**config.mk**
```make
export PLATFORM = sky130hd
export DESIGN_NAME = poly_compress_pack_flat
export DESIGN_NICKNAME = d
export VERILOG_FILES = /design/src/rtl/poly_compress_pack_if.sv /design/src/rtl/poly_compress_pack.sv /design/src/flat_wrapper.sv
export SDC_FILE = /design/constraint.sdc
export NUM_CORES = 1
export LEC_CHECK = 0
export CAP_MARGIN = 10
export CORE_AREA = 2 2 71 73
export DETAILED_ROUTE_END_ITERATION = 6
export DIE_AREA = 0 0 73 75
export PLACE_DENSITY = 0.89
export SLEW_MARGIN = 5
export SYNTH_ARGS = -nofsm -noshare
export SYNTH_HDL_FRONTEND = slang
export SYNTH_SLANG_ARGS = --single-unit
```
**constraint.sdc**
```tcl
create_clock -name clk -period 2.4 [get_ports clk]
set_clock_uncertainty 0.2 [all_clocks]
set_input_delay 0.24 -clock clk [delete_from_list [all_inputs] [get_ports clk]]
set_output_delay 0.24 -clock clk [all_outputs]
set_load 0.1 [all_outputs]
```
**src/rtl/poly_compress_pack_if.sv**
```systemverilog
// Handshake bundle for poly_compress_pack: start/busy/done control, coefficient RAM
// read port and the packed byte stream.
interface poly_compress_pack_if #(
    parameter int unsigned ADDR_W     = 8,
    parameter int unsigned data_Width = 12
) ();
    logic                  enable;
    logic [data_Width-1:0] Coeff_RData;
    logic [ADDR_W-1:0]     Coeff_RAd;
    logic                  busy;
    logic [7:0]            oByte;
    logic                  oByte_valid;
    logic                  oByte_ready;
    logic                  Function_done;

    // The packer itself
    modport slave (
        input  enable, Coeff_RData, oByte_ready,
        output Coeff_RAd, busy, oByte, oByte_valid, Function_done
    );

    // Controller / RAM / byte consumer side
    modport master (
        output enable, Coeff_RData, oByte_ready,
        input  Coeff_RAd, busy, oByte, oByte_valid, Function_done
    );
endinterface

```
**src/rtl/poly_compress_pack.sv**
```systemverilog
// Serial Kyber Compress_q(x, COMP_D) over a polynomial held in a synchronous RAM,
// packing the COMP_D-bit results little-endian into a valid/ready byte stream.
module poly_compress_pack #(
    parameter int unsigned KYBER_N    = 256,
    parameter int unsigned KYBER_Q    = 3329,
    parameter int unsigned data_Width = 12,
    parameter int unsigned COMP_D     = 1,
    parameter int unsigned ADDR_W     = 8
) (
    input  logic                clk,
    input  logic                rst,
    poly_compress_pack_if.slave bus
);

    localparam int unsigned ACC_W  = COMP_D + 7;
    localparam int unsigned CNT_W  = $clog2(ACC_W + 1);
    localparam int unsigned NUM_W  = data_Width + COMP_D + 1;
    localparam int unsigned HALF_Q = KYBER_Q / 2;
    localparam logic [ADDR_W-1:0] LAST_K = ADDR_W'(KYBER_N - 1);

    typedef enum logic [2:0] {
        S_IDLE,
        S_READ,
        S_WAIT,
        S_COMP,
        S_EMIT,
        S_DONE
    } state_t;

    state_t              state,  state_n;
    logic [ADDR_W-1:0]   addr,   addr_n;
    logic                busy,   busy_n;
    logic [7:0]          obyte,  obyte_n;
    logic                ovalid, ovalid_n;
    logic                done,   done_n;
    logic [ACC_W-1:0]    acc,    acc_n;
    logic [CNT_W-1:0]    cnt,    cnt_n;
    logic [COMP_D-1:0]   t_q,    t_n;

    logic [ACC_W-1:0]    acc_add, acc_sh;
    logic [CNT_W-1:0]    cnt_add, cnt_sh;

    // Rounded x*2^d/q; the divisor is a constant so this maps to fixed logic
    function automatic logic [COMP_D-1:0] compress(input logic [data_Width-1:0] x);
        logic [NUM_W-1:0] num;
        num = (NUM_W'(x) << COMP_D) + NUM_W'(HALF_Q);
        return COMP_D'(num / NUM_W'(KYBER_Q));
    endfunction

    always_ff @(posedge clk or posedge rst) begin
        if (rst) begin
            state  <= S_IDLE;
            addr   <= '0;
            busy   <= 1'b0;
            obyte  <= '0;
            ovalid <= 1'b0;
            done   <= 1'b0;
            acc    <= '0;
            cnt    <= '0;
            t_q    <= '0;
        end else begin
            state  <= state_n;
            addr   <= addr_n;
            busy   <= busy_n;
            obyte  <= obyte_n;
            ovalid <= ovalid_n;
            done   <= done_n;
            acc    <= acc_n;
            cnt    <= cnt_n;
            t_q    <= t_n;
        end
    end

    always_comb begin
        state_n  = state;
        addr_n   = addr;
        busy_n   = busy;
        obyte_n  = obyte;
        ovalid_n = ovalid;
        done_n   = 1'b0;
        acc_n    = acc;
        cnt_n    = cnt;
        t_n      = t_q;

        // New coefficient lands above the bits still waiting; bytes leave from the bottom
        acc_add = acc | (ACC_W'(t_q) << cnt);
        cnt_add = cnt + CNT_W'(COMP_D);
        acc_sh  = acc >> 8;
        cnt_sh  = cnt - CNT_W'(8);

        case (state)
            S_IDLE: begin
                if (bus.enable) begin
                    state_n = S_READ;
                    addr_n  = '0;
                    busy_n  = 1'b1;
                    acc_n   = '0;
                    cnt_n   = '0;
                end
            end
            S_READ: state_n = S_WAIT;
            S_WAIT: begin
                t_n     = compress(bus.Coeff_RData);
                state_n = S_COMP;
            end
            S_COMP: begin
                acc_n = acc_add;
                cnt_n = cnt_add;
                if (cnt_add >= CNT_W'(8)) begin
                    state_n  = S_EMIT;
                    obyte_n  = acc_add[7:0];
                    ovalid_n = 1'b1;
                end else if (addr == LAST_K) begin
                    state_n = S_DONE;
                    busy_n  = 1'b0;
                    done_n  = 1'b1;
                end else begin
                    state_n = S_READ;
                    addr_n  = addr + ADDR_W'(1);
                end
            end
            S_EMIT: begin
                if (bus.oByte_ready) begin
                    acc_n = acc_sh;
                    cnt_n = cnt_sh;
                    if (cnt_sh >= CNT_W'(8)) begin
                        obyte_n = acc_sh[7:0];
                    end else begin
                        ovalid_n = 1'b0;
                        if (addr == LAST_K) begin
                            state_n = S_DONE;
                            busy_n  = 1'b0;
                            done_n  = 1'b1;
                        end else begin
                            state_n = S_READ;
                            addr_n  = addr + ADDR_W'(1);
                        end
                    end
                end
            end
            S_DONE:  state_n = S_IDLE;
            default: state_n = S_IDLE;
        endcase
    end

    assign bus.Coeff_RAd     = addr;
    assign bus.busy          = busy;
    assign bus.oByte         = obyte;
    assign bus.oByte_valid   = ovalid;
    assign bus.Function_done = done;

endmodule

```
**src/flat_wrapper.sv**
```systemverilog
// flat-port wrapper written by rule: the top's interface ports become plain ports
module poly_compress_pack_flat 
#(
    parameter int unsigned KYBER_N    = 256,
    parameter int unsigned KYBER_Q    = 3329,
    parameter int unsigned data_Width = 12,
    parameter int unsigned COMP_D     = 1,
    parameter int unsigned ADDR_W     = 8
)
  (clk, rst, bus_enable, bus_Coeff_RData, bus_oByte_ready, bus_Coeff_RAd, bus_busy, bus_oByte, bus_oByte_valid, bus_Function_done);
  poly_compress_pack_if #(.ADDR_W(ADDR_W), .data_Width(data_Width)) bus_i ();
  input  logic clk;
  input  logic rst;
  input wire logic [$bits(bus_i.enable)-1:0] bus_enable;
  input wire logic [$bits(bus_i.Coeff_RData)-1:0] bus_Coeff_RData;
  input wire logic [$bits(bus_i.oByte_ready)-1:0] bus_oByte_ready;
  output wire logic [$bits(bus_i.Coeff_RAd)-1:0] bus_Coeff_RAd;
  output wire logic [$bits(bus_i.busy)-1:0] bus_busy;
  output wire logic [$bits(bus_i.oByte)-1:0] bus_oByte;
  output wire logic [$bits(bus_i.oByte_valid)-1:0] bus_oByte_valid;
  output wire logic [$bits(bus_i.Function_done)-1:0] bus_Function_done;
  assign bus_i.enable = bus_enable;
  assign bus_i.Coeff_RData = bus_Coeff_RData;
  assign bus_i.oByte_ready = bus_oByte_ready;
  assign bus_Coeff_RAd = bus_i.Coeff_RAd;
  assign bus_busy = bus_i.busy;
  assign bus_oByte = bus_i.oByte;
  assign bus_oByte_valid = bus_i.oByte_valid;
  assign bus_Function_done = bus_i.Function_done;
  poly_compress_pack #(.KYBER_N(KYBER_N), .KYBER_Q(KYBER_Q), .data_Width(data_Width), .COMP_D(COMP_D), .ADDR_W(ADDR_W)) u_core (.clk(clk), .rst(rst), .bus(bus_i));
endmodule
```
-- Word level (Yosys, flattened, before mapping)
Index checks and enable logic that the tools add are counted.
Widths: inputs -> output; s select.
- equality and inequality tests: 11
- reductions and logical operators: 8
- $mul: 0
- add/sub/neg operators: 4
- $lt $le $gt $ge: 2
- mux-type cells: 36
- bitwise operators: 1
- shift operators: 1
- div/mod/pow operators: 1
- operators with widths (cell ; count):
    $mux 8 ; 9
    $pmux 8 s3 ; 2
    $pmux 8 s2 ; 1
    $mux 3 ; 5
    $pmux 3 s5 ; 1
    $add 13x11->14 const B ; 1
    $div 14x12->14 const B ; 1
    $mux 1 ; 12
    $pmux 4 s3 ; 1
    $add 8x1->8 const B ; 1
    $eq 8x8->1 const B ; 1
    $ge 4x4->1 const B ; 2
    $mux 4 ; 2
    $ne 2x2->1 const B ; 4
    $or 8x8->8 ; 1
    $reduce_and 4->1 ; 2
    $shl 1x4->8 ; 1
    $eq 3x2->1 const B ; 2
    $reduce_and 3->1 ; 2
    $reduce_and 5->1 ; 1
    $add 4x1->4 const B ; 1
    $ne 2x1->1 const B ; 2
    $pmux 1 s2 ; 2
    $sub 4x4->4 const B ; 1
    6 further kinds ; 6
- memory bits (writable): 0
- memories kept: 0
- ROM bits: 0
- input bits: 16
- output and inout bits: 19
- bits in registers: 35
- logic and storage cells: 73
- latch bits: 0

-- Longest topological paths before layout
Gate-level depths: netlist (run 1).
- word-level depth: 5
- mapped depth: 14
- mapped depth without buffers: 13

-- Worst setup path after synthesis (run 1)
No wires, ideal clock.
- path type: input to register
- start: input port bus_Coeff_RData[6]
- end: register u_core.t_q
- buffers on the path: 0
- library setup time: 0.131 ns
- path slack: -0.611 ns
- required time: 2.069 ns
- data arrival time: 2.680 ns
- stages on the path: 11
- cells stage by stage: ha_1 nand3_2 or3_1 o21a_1 ha_1 maj3_2 o31a_1 nor4_1 a31oi_1 nor3b_2 o21ai_1
- cells in the longest elaborated chain, start to end: 2
- ends and longest elaborated chain (item ; line ; source):
    start, declared ; flat_wrapper.sv:15 ; input wire logic [$bits(bus_i.Coeff_RData)-1:0] bus_Coeff_RData;
    $add 13x11->14 ; poly_compress_pack.sv:46 ; num = (NUM_W'(x) << COMP_D) + NUM_W'(HALF_Q);
    $div 14x12->14 ; poly_compress_pack.sv:47 ; return COMP_D'(num / NUM_W'(KYBER_Q));
    end signal, assigned ; poly_compress_pack.sv:70 ; t_q <= t_n;
    end, declared ; poly_compress_pack.sv:38 ; logic [COMP_D-1:0] t_q, t_n;
Every way passes these cells.
A chain may end at the register's enable or synchronous reset.

-- Worst setup path after layout (run 1)
- start: input port bus_Coeff_RData[7]
- end: register u_core.t_q
Same word-level chain as after synthesis.

==> flow_summary.ini, run 1 <==
[logic_synthesis]
syn-num-nets = 326
ys_types = 59
synth_flop_cell = dfrtp_1
syn_inst = 303
avgSynthCellArea_sq_um = 8.242
synth-edff-count = 0
seq_area_frac_synth = 0.3507
synth_seq_cells = 35
synthArstFlopShare = 1.000
synth_warnings = 0
syn-cell-area_sq_um = 2497

[detailed_routing]
via_per_inst = 6.112
ant_nets = 0
drtPass1Iterations = 5
drc_errors = 0
wirelength_mm = 7.083
drt_iter0_markers = 243
wire_per_inst_um = 15.92
num_vias = 2720

[hold_path]
hp-class = in -> async

[clock_network]
htreeDepth = 2
clockBufferDepth = 2
path_clk_slew_ns = 0.07
cts-root-buf = clkbuf_8
cts_buffers = 5
clock_sinks = 35
cts_tree = yes
hold_buffers = 0
clock_latency_ns = 0.29

[run_status]
violations = negative setup slack
outcome = finished, violations left

[pwr]
powerDensity_nw_per_um2 = 950.1
vdd_drop_max_uv = 517.5
p_leak_nw = 1.550

[timing]
finalCritPeriodShare = 1.128
slew_headroom = 0.6120
tightest_slew_ns = 0.5813
slew_violations = 0
fmax_ghz = 0.3694
worst_slack_ns = -0.3071
hold_slack_ns = 0.1127
finalSetupViolCount = 1
hold_viol_final = 0
rsz0062_at_grt = true
period_needed_ns = 2.707

[placement]
io_buffers = 34
dp_hpwl_mm = 4.914
globalplace.congestion = 0.8893

[setup_path]
r2r_slack_ns = 0.14
slowest_stage = or3_4
crit_path_start_kind = primary input
crit_family = simple AND/OR/NAND/NOR gates
path_class = in -> reg
cp_num_cells = 14
crit_chain = buf_8, a211o_1, or3_4, o21a_4, ha_4, buf_6, o21ai_2, nand2_1, o21ai_2, nand4_1, nor4_2, a31oi_1, nor3b_2, o21ai_1
path_buf_inv = 2
cpMostUsedCell = o21ai_2
cp_data_required_time_ns = 2.36
r2r_cells = 9
slowest_delay_ns = 0.35
worstSetupEndpointType = flop
arrival_ns = 2.67
worstPathMaxFanout = 5

[global_route]
antenna_found_initial = 0
grt_pass1_wl_mm = 11.43
grt_max_degree = 23
grt_use_met3 = 0.04552
grt_pass1_vias = 2602
grt_usage = 0.2674
top_usage_layer = met2
overflow = 0
met1_usage = 0.2882
grtUsageMet2 = 0.4855

[job]
drv_cap = 0

[die]
chipHeight_um = 75
rows = 25
fp.dieW_um = 73
initial_core_util = 0.5358
die_area_sq_um = 5475
io_pins = 35
core_area_sq_um = 4661

[layout]
syn2layout_area_growth_pct = 39.83
finalNetCount = 414
final_layout_size_suffix_gt1_frac = 0.3248
utilization = 0.7493
num_antenna_cells = 0
==> per-stage QoR <==
step	setup slack (ns)	TNS, ns	total power (W)	cells	area, sq um
after CTS	-0.3102	-0.3102	0.003282	442	3422
after global placement	-0.9154	-0.9154	0.002796	427	3241
final	-0.3071	-0.3071	0.003318	445	3492
after detailed placement	-1.054	-1.054	0.002869	427	3241
after floorplan	-0.3966	-0.3966	0.002351	303	2561
after global routing	-0.4547	-0.4547	0.003526	445	3492
==> where the power goes <==
group          switching (W)  total, W  internal, W
clock               0.000196  0.000395     0.000199
combinational        0.00129   0.00192     0.000622
sequential          0.000214   0.00101     0.000793
total                0.00170   0.00332      0.00161
==> area by class of cell <==
| cell class | count | area (sq um) |
|---|---|---|
| clock buffers | 7 | 76.32 |
| fillers | 336 | 1169 |
| inverters | 12 | 45.04 |
| multi-input cells | 241 | 1643 |
| flip-flops and latches | 35 | 885.9 |
| well taps | 54 | 67.56 |
| repair buffers | 96 | 774.5 |
==> registers in the layout (all words and copies together) (netlist names) <==
register,count
u_core.acc,8
u_core.bus.Coeff_RAd,8
u_core.bus.Function_done,1
u_core.bus.busy,1
u_core.bus.oByte,8
u_core.bus.oByte_valid,1
u_core.cnt,4
u_core.state,3
u_core.t_q,1
==> worst reg2reg max path: stages, from the launching register on <==
cell and delay (ns):
dfrtp_4 0.49, ha_1 0.24, and3_1 0.23, and3_1 0.23, nand4_1 0.15, and2_4 0.19, buf_4 0.15, o21ai_0 0.09
nand2_1 0.08, o21ai_0 0.08
==> cell usage in the layout (no fill, tap or decap), drive strengths merged, types with 2 or more instances in the layout <==
master,n
nand3b,4
clkbuf,8
nand2,36
dlygate4sd2,4
nor3b,2
nand4,5
nor2b,3
a21boi,2
xnor2,7
a211oi,2
nand3,10
and2,2
a31oi,9
nand2b,4
o21a,3
and3,4
nor2,27
xor2,5
or2,3
nor4,3
buf,85
o41ai,4
clkdlybuf4s50,5
dfrtp,35
o211ai,3
ha,7
nor4b,3
o21ai,31
o22ai,7
inv,12
or3,7
nor3,9
a21oi,21
a211o,2
==> metal layers <==
metal / wire, um / up-vias
li1: - / 1285
met1: 2682 / 1284
met3: 383 / 32
met5: 0 / -
met2: 3700 / 119
met4: 317 / 0
==> synth_stat cells (all sizes together) (3+ instances only) <==
cell    instances  area share
and3            4       0.010
o22ai           7       0.018
nor4b           3       0.013
xnor2           7       0.025
xor2            5       0.018
o21a            3      0.0090
nor2           27       0.041
a31oi           9       0.023
nand4           5       0.013
clkbuf         10       0.015
o211ai          3       0.011
buf             5       0.015
nand2          36       0.054
or2             3      0.0085
dfrtp          35        0.35
or3             7       0.020
inv            12       0.018
nand2b          4       0.010
ha              7       0.035
nand3b          4       0.012
o21ai          31       0.062
nand3          10       0.022
nor2b           3      0.0075
a21oi          21       0.042
nor4            3      0.0075
nor3            9       0.025
o41ai           4       0.022
==> path summary, 6_finish.rpt <==
| path | startpoint | end |
|---|---|---|
| max | bus_Coeff_RData[7] | u_core.t_q |
| min | rst | u_core.bus.Coeff_RAd[7] |
| max in group asynchronous | rst | u_core.t_q |
| min reg2reg | u_core.bus.oByte[7] | u_core.bus.oByte[7] |
| max reg2reg | u_core.bus.Coeff_RAd[0] | u_core.bus.Coeff_RAd[4] |
| min in group clk | u_core.bus.oByte[7] | u_core.bus.oByte[7] |
==> what timing repair did <==
item / 4_1_cts / 5_1_grt
pin swaps: 20 / 16
gates resized for setup: 35 / 18
endpoints found under the setup margin: 1 / 3
endpoints found under the hold margin: 0 / 0
buffers inserted: 8 / 3
==> logic make-up (layout without fill, tap and decap cells) <==
group	count (synthesis)	count (layout)	share of synthesized area
AND/OR/NAND/NOR	124	124	0.2620
AO/OA/AOI/OAI	96	96	0.2535
flip-flops	35	35	0.3507
buffers and inverters	27	115	0.04809
XOR/XNOR	12	12	0.04208
adder cells (fa/ha/maj)	8	8	0.03958
multiplexers	1	1	0.004008
Note: power is estimated with default switching activity, not from simulation.
==> inputs of run 2 (changes only) <==
- ABC_CLOCK_PERIOD_IN_PS: default -> 2400
==> results of run 2 <==
Same layout as run 1: the final DEF is identical, and so are final timing and power.
==> inputs of run 3 (changes only) <==
- ABC_CLOCK_PERIOD_IN_PS: 2400 -> 3100
- GPL_TIMING_DRIVEN: default -> 1
- clock period: 2.4 -> 3.1 ns (I/O delays scaled with it)
==> run 3 against run 2 <==
The flow now finishes without violations. Sequential power decreased by 24%. Clock power decreased by 18%. Register-to-register slack improved by 0.56 ns. Non-clock buffer count decreased by 22. First-iteration DRC count decreased by 28%. Die area unchanged. Total power decreased by 26%. Sequential share of layout area increased by 2.0 points. Clock-buffer cell count decreased by 1. Setup slack improved by 0.50 ns. Global-route usage decreased by 3.5 points. Flip-flop and latch count unchanged. Critical path type unchanged. Critical endpoint unchanged.
==> flow_summary.ini, run 3 (synthesis gave the netlist of run 1 again) <==
[setup_path]
slowest_delay_ns = 0.47
arrival_ns = 2.91
worstSetupEndpointType = flop
slowest_stage = clkdlybuf4s50_1
path_buf_inv = 3
crit_path_start_kind = primary input
crit_chain = clkdlybuf4s50_1, buf_4, or3_1, o41ai_1, o31ai_1, o41ai_1, buf_4, nand2_1, a21oi_1, o221ai_1, o21ai_1
worstSetupStartpoint = bus_Coeff_RData[1]
cp_data_required_time_ns = 3.10
crit_family = compound AO/OA/AOI/OAI gates
path_class = in -> reg
r2r_start = u_core.state[2]
worstPathMaxFanout = 8

[global_route]
grt_max_degree = 36
antenna_found_initial = 0
grt_pass1_vias = 2345
grt_usage = 0.2319
overflow = 0
grt_pass1_wl_mm = 10.05

[layout]
fillerInstances = 368
finalNetCount = 392
final_layout_size_suffix_gt1_frac = 0.2385
final-instance-count-excl-fill = 423
layout_commonest_cell = buf_4
mostFrequentLayoutCells = buf_4, nand2_1, dfrtp_1
num_antenna_cells = 0
syn2layout_area_growth_pct = 28.11

[placement]
pre_cts_slack_ns = -0.3940
globalplace.congestion = 0.9316
dp_hpwl_mm = 4.573
io_buffers = 34
place_inst = 414

[detailed_routing]
drt_iter0_markers = 176
drtPass1Iterations = 4
ant_nets = 0
via_per_inst = 5.967
num_vias = 2524
wire_per_inst_um = 14.46
drc_errors = 0
wirelength_mm = 6.118

[die]
rows = 25
fp.dieW_um = 73
die_area_sq_um = 5475
initial_core_util = 0.5358
core_area_sq_um = 4661
io_pins = 35
chipHeight_um = 75

[clock_network]
clock_sinks = 35
clockBufferDepth = 2
cts_tree = yes
htreeDepth = 2
clock_latency_ns = 0.28
cts-root-buf = clkbuf_8
path_clk_slew_ns = 0.07
cts_buffers = 5

[pwr]
p_leak_nw = 1.434
p_total_w = 0.002456
powerDensity_nw_per_um2 = 767.6
vdd_drop_max_uv = 403.5

[timing]
finalCritPeriodShare = 0.9390
slew_violations = 0
period_needed_ns = 2.911
hold_slack_ns = 0.2366
fmax_ghz = 0.3435
tightest_slew_ns = 0.6454
finalSetupViolCount = 0
hold_viol_final = 0
worst_slack_ns = 0.1890
slew_headroom = 0.5668

[job]
drv_cap = 0

[hold_path]
hp-class = in -> async

[run_status]
outcome = completed
==> run 3: final timing paths <==
path	to	slack, ns	cells after the start
setup / recovery	u_core.t_q	0.19	11
hold / removal	u_core.bus.Coeff_RAd[5]	0.24	3
setup reg to reg	u_core.bus.Coeff_RAd[7]	0.70	8
hold reg to reg	u_core.bus.oByte[3]	0.28	2
max in group asynchronous	u_core.acc[0]	2.15	3
min in group clk	u_core.bus.oByte[3]	0.28	2
==> run 3: final cells by class <==
| cell class | count | area (sq um) | share of cell area |
|---|---|---|---|
| multi-input combinational | 241 | 1526 | 0.4771 |
| sequential | 35 | 875.8 | 0.2738 |
| timing repair buffer | 74 | 596.8 | 0.1865 |
| clock buffer | 6 | 82.58 | 0.02581 |
| tap | 54 | 67.56 | 0.02112 |
| inverter | 12 | 45.04 | 0.01408 |
| clock inverter | 1 | 5.005 | 0.001564 |
==> run 3: routing by layer <==
layer | GRT usage | routed length, um | up-vias | share of wire
li1 | - | - | 1235 | -
met1 | 0.2712 | 2550 | 1215 | 0.42
met2 | 0.4354 | 3291 | 64 | 0.54
met3 | 0.03079 | 186 | 10 | 0.030
met4 | 0.07819 | 90 | 0 | 0.015
met5 | 0 | 0 | - | 0
==> run 3: stage by stage <==
step / util / setup TNS, ns / cell area [sq um]
global placement: 0.6583 / -0.3082 / 3068
detailed placement: 0.6583 / -0.3940 / 3068
floorplan: - / 0 / 2497
finish: 0.6864 / 0 / 3199
CTS: 0.6797 / 0 / 3168
global route: 0.6864 / -0.09518 / 3199
==> run 3: what timing repair did <==
| item | CTS | global route |
|---|---|---|
| resized for setup | 4 | 12 |
| hold buffers | 0 | 0 |
| cloned | 0 | 0 |
| setup buffers | 1 | 1 |
| endpoints found under the setup margin | 1 | 1 |
| pin swaps | 4 | 9 |
==> run 3: power breakdown <==
| part | switching [W] | internal [W] |
|---|---|---|
| clock | 0.000149 | 0.000174 |
| combinational | 0.000968 | 0.000394 |
| sequential | 0.000164 | 0.000607 |
==> run 3: worst reg2reg max path, cell delays in order (launching register included) <==
cell and delay (ns):
dfrtp_1 0.48, nor2b_1 0.35, nand2_1 0.15, nand2_1 0.25, nand4_1 0.18, and2_1 0.29
nand4_1 0.16, xor2_1 0.16, nor2_1 0.06
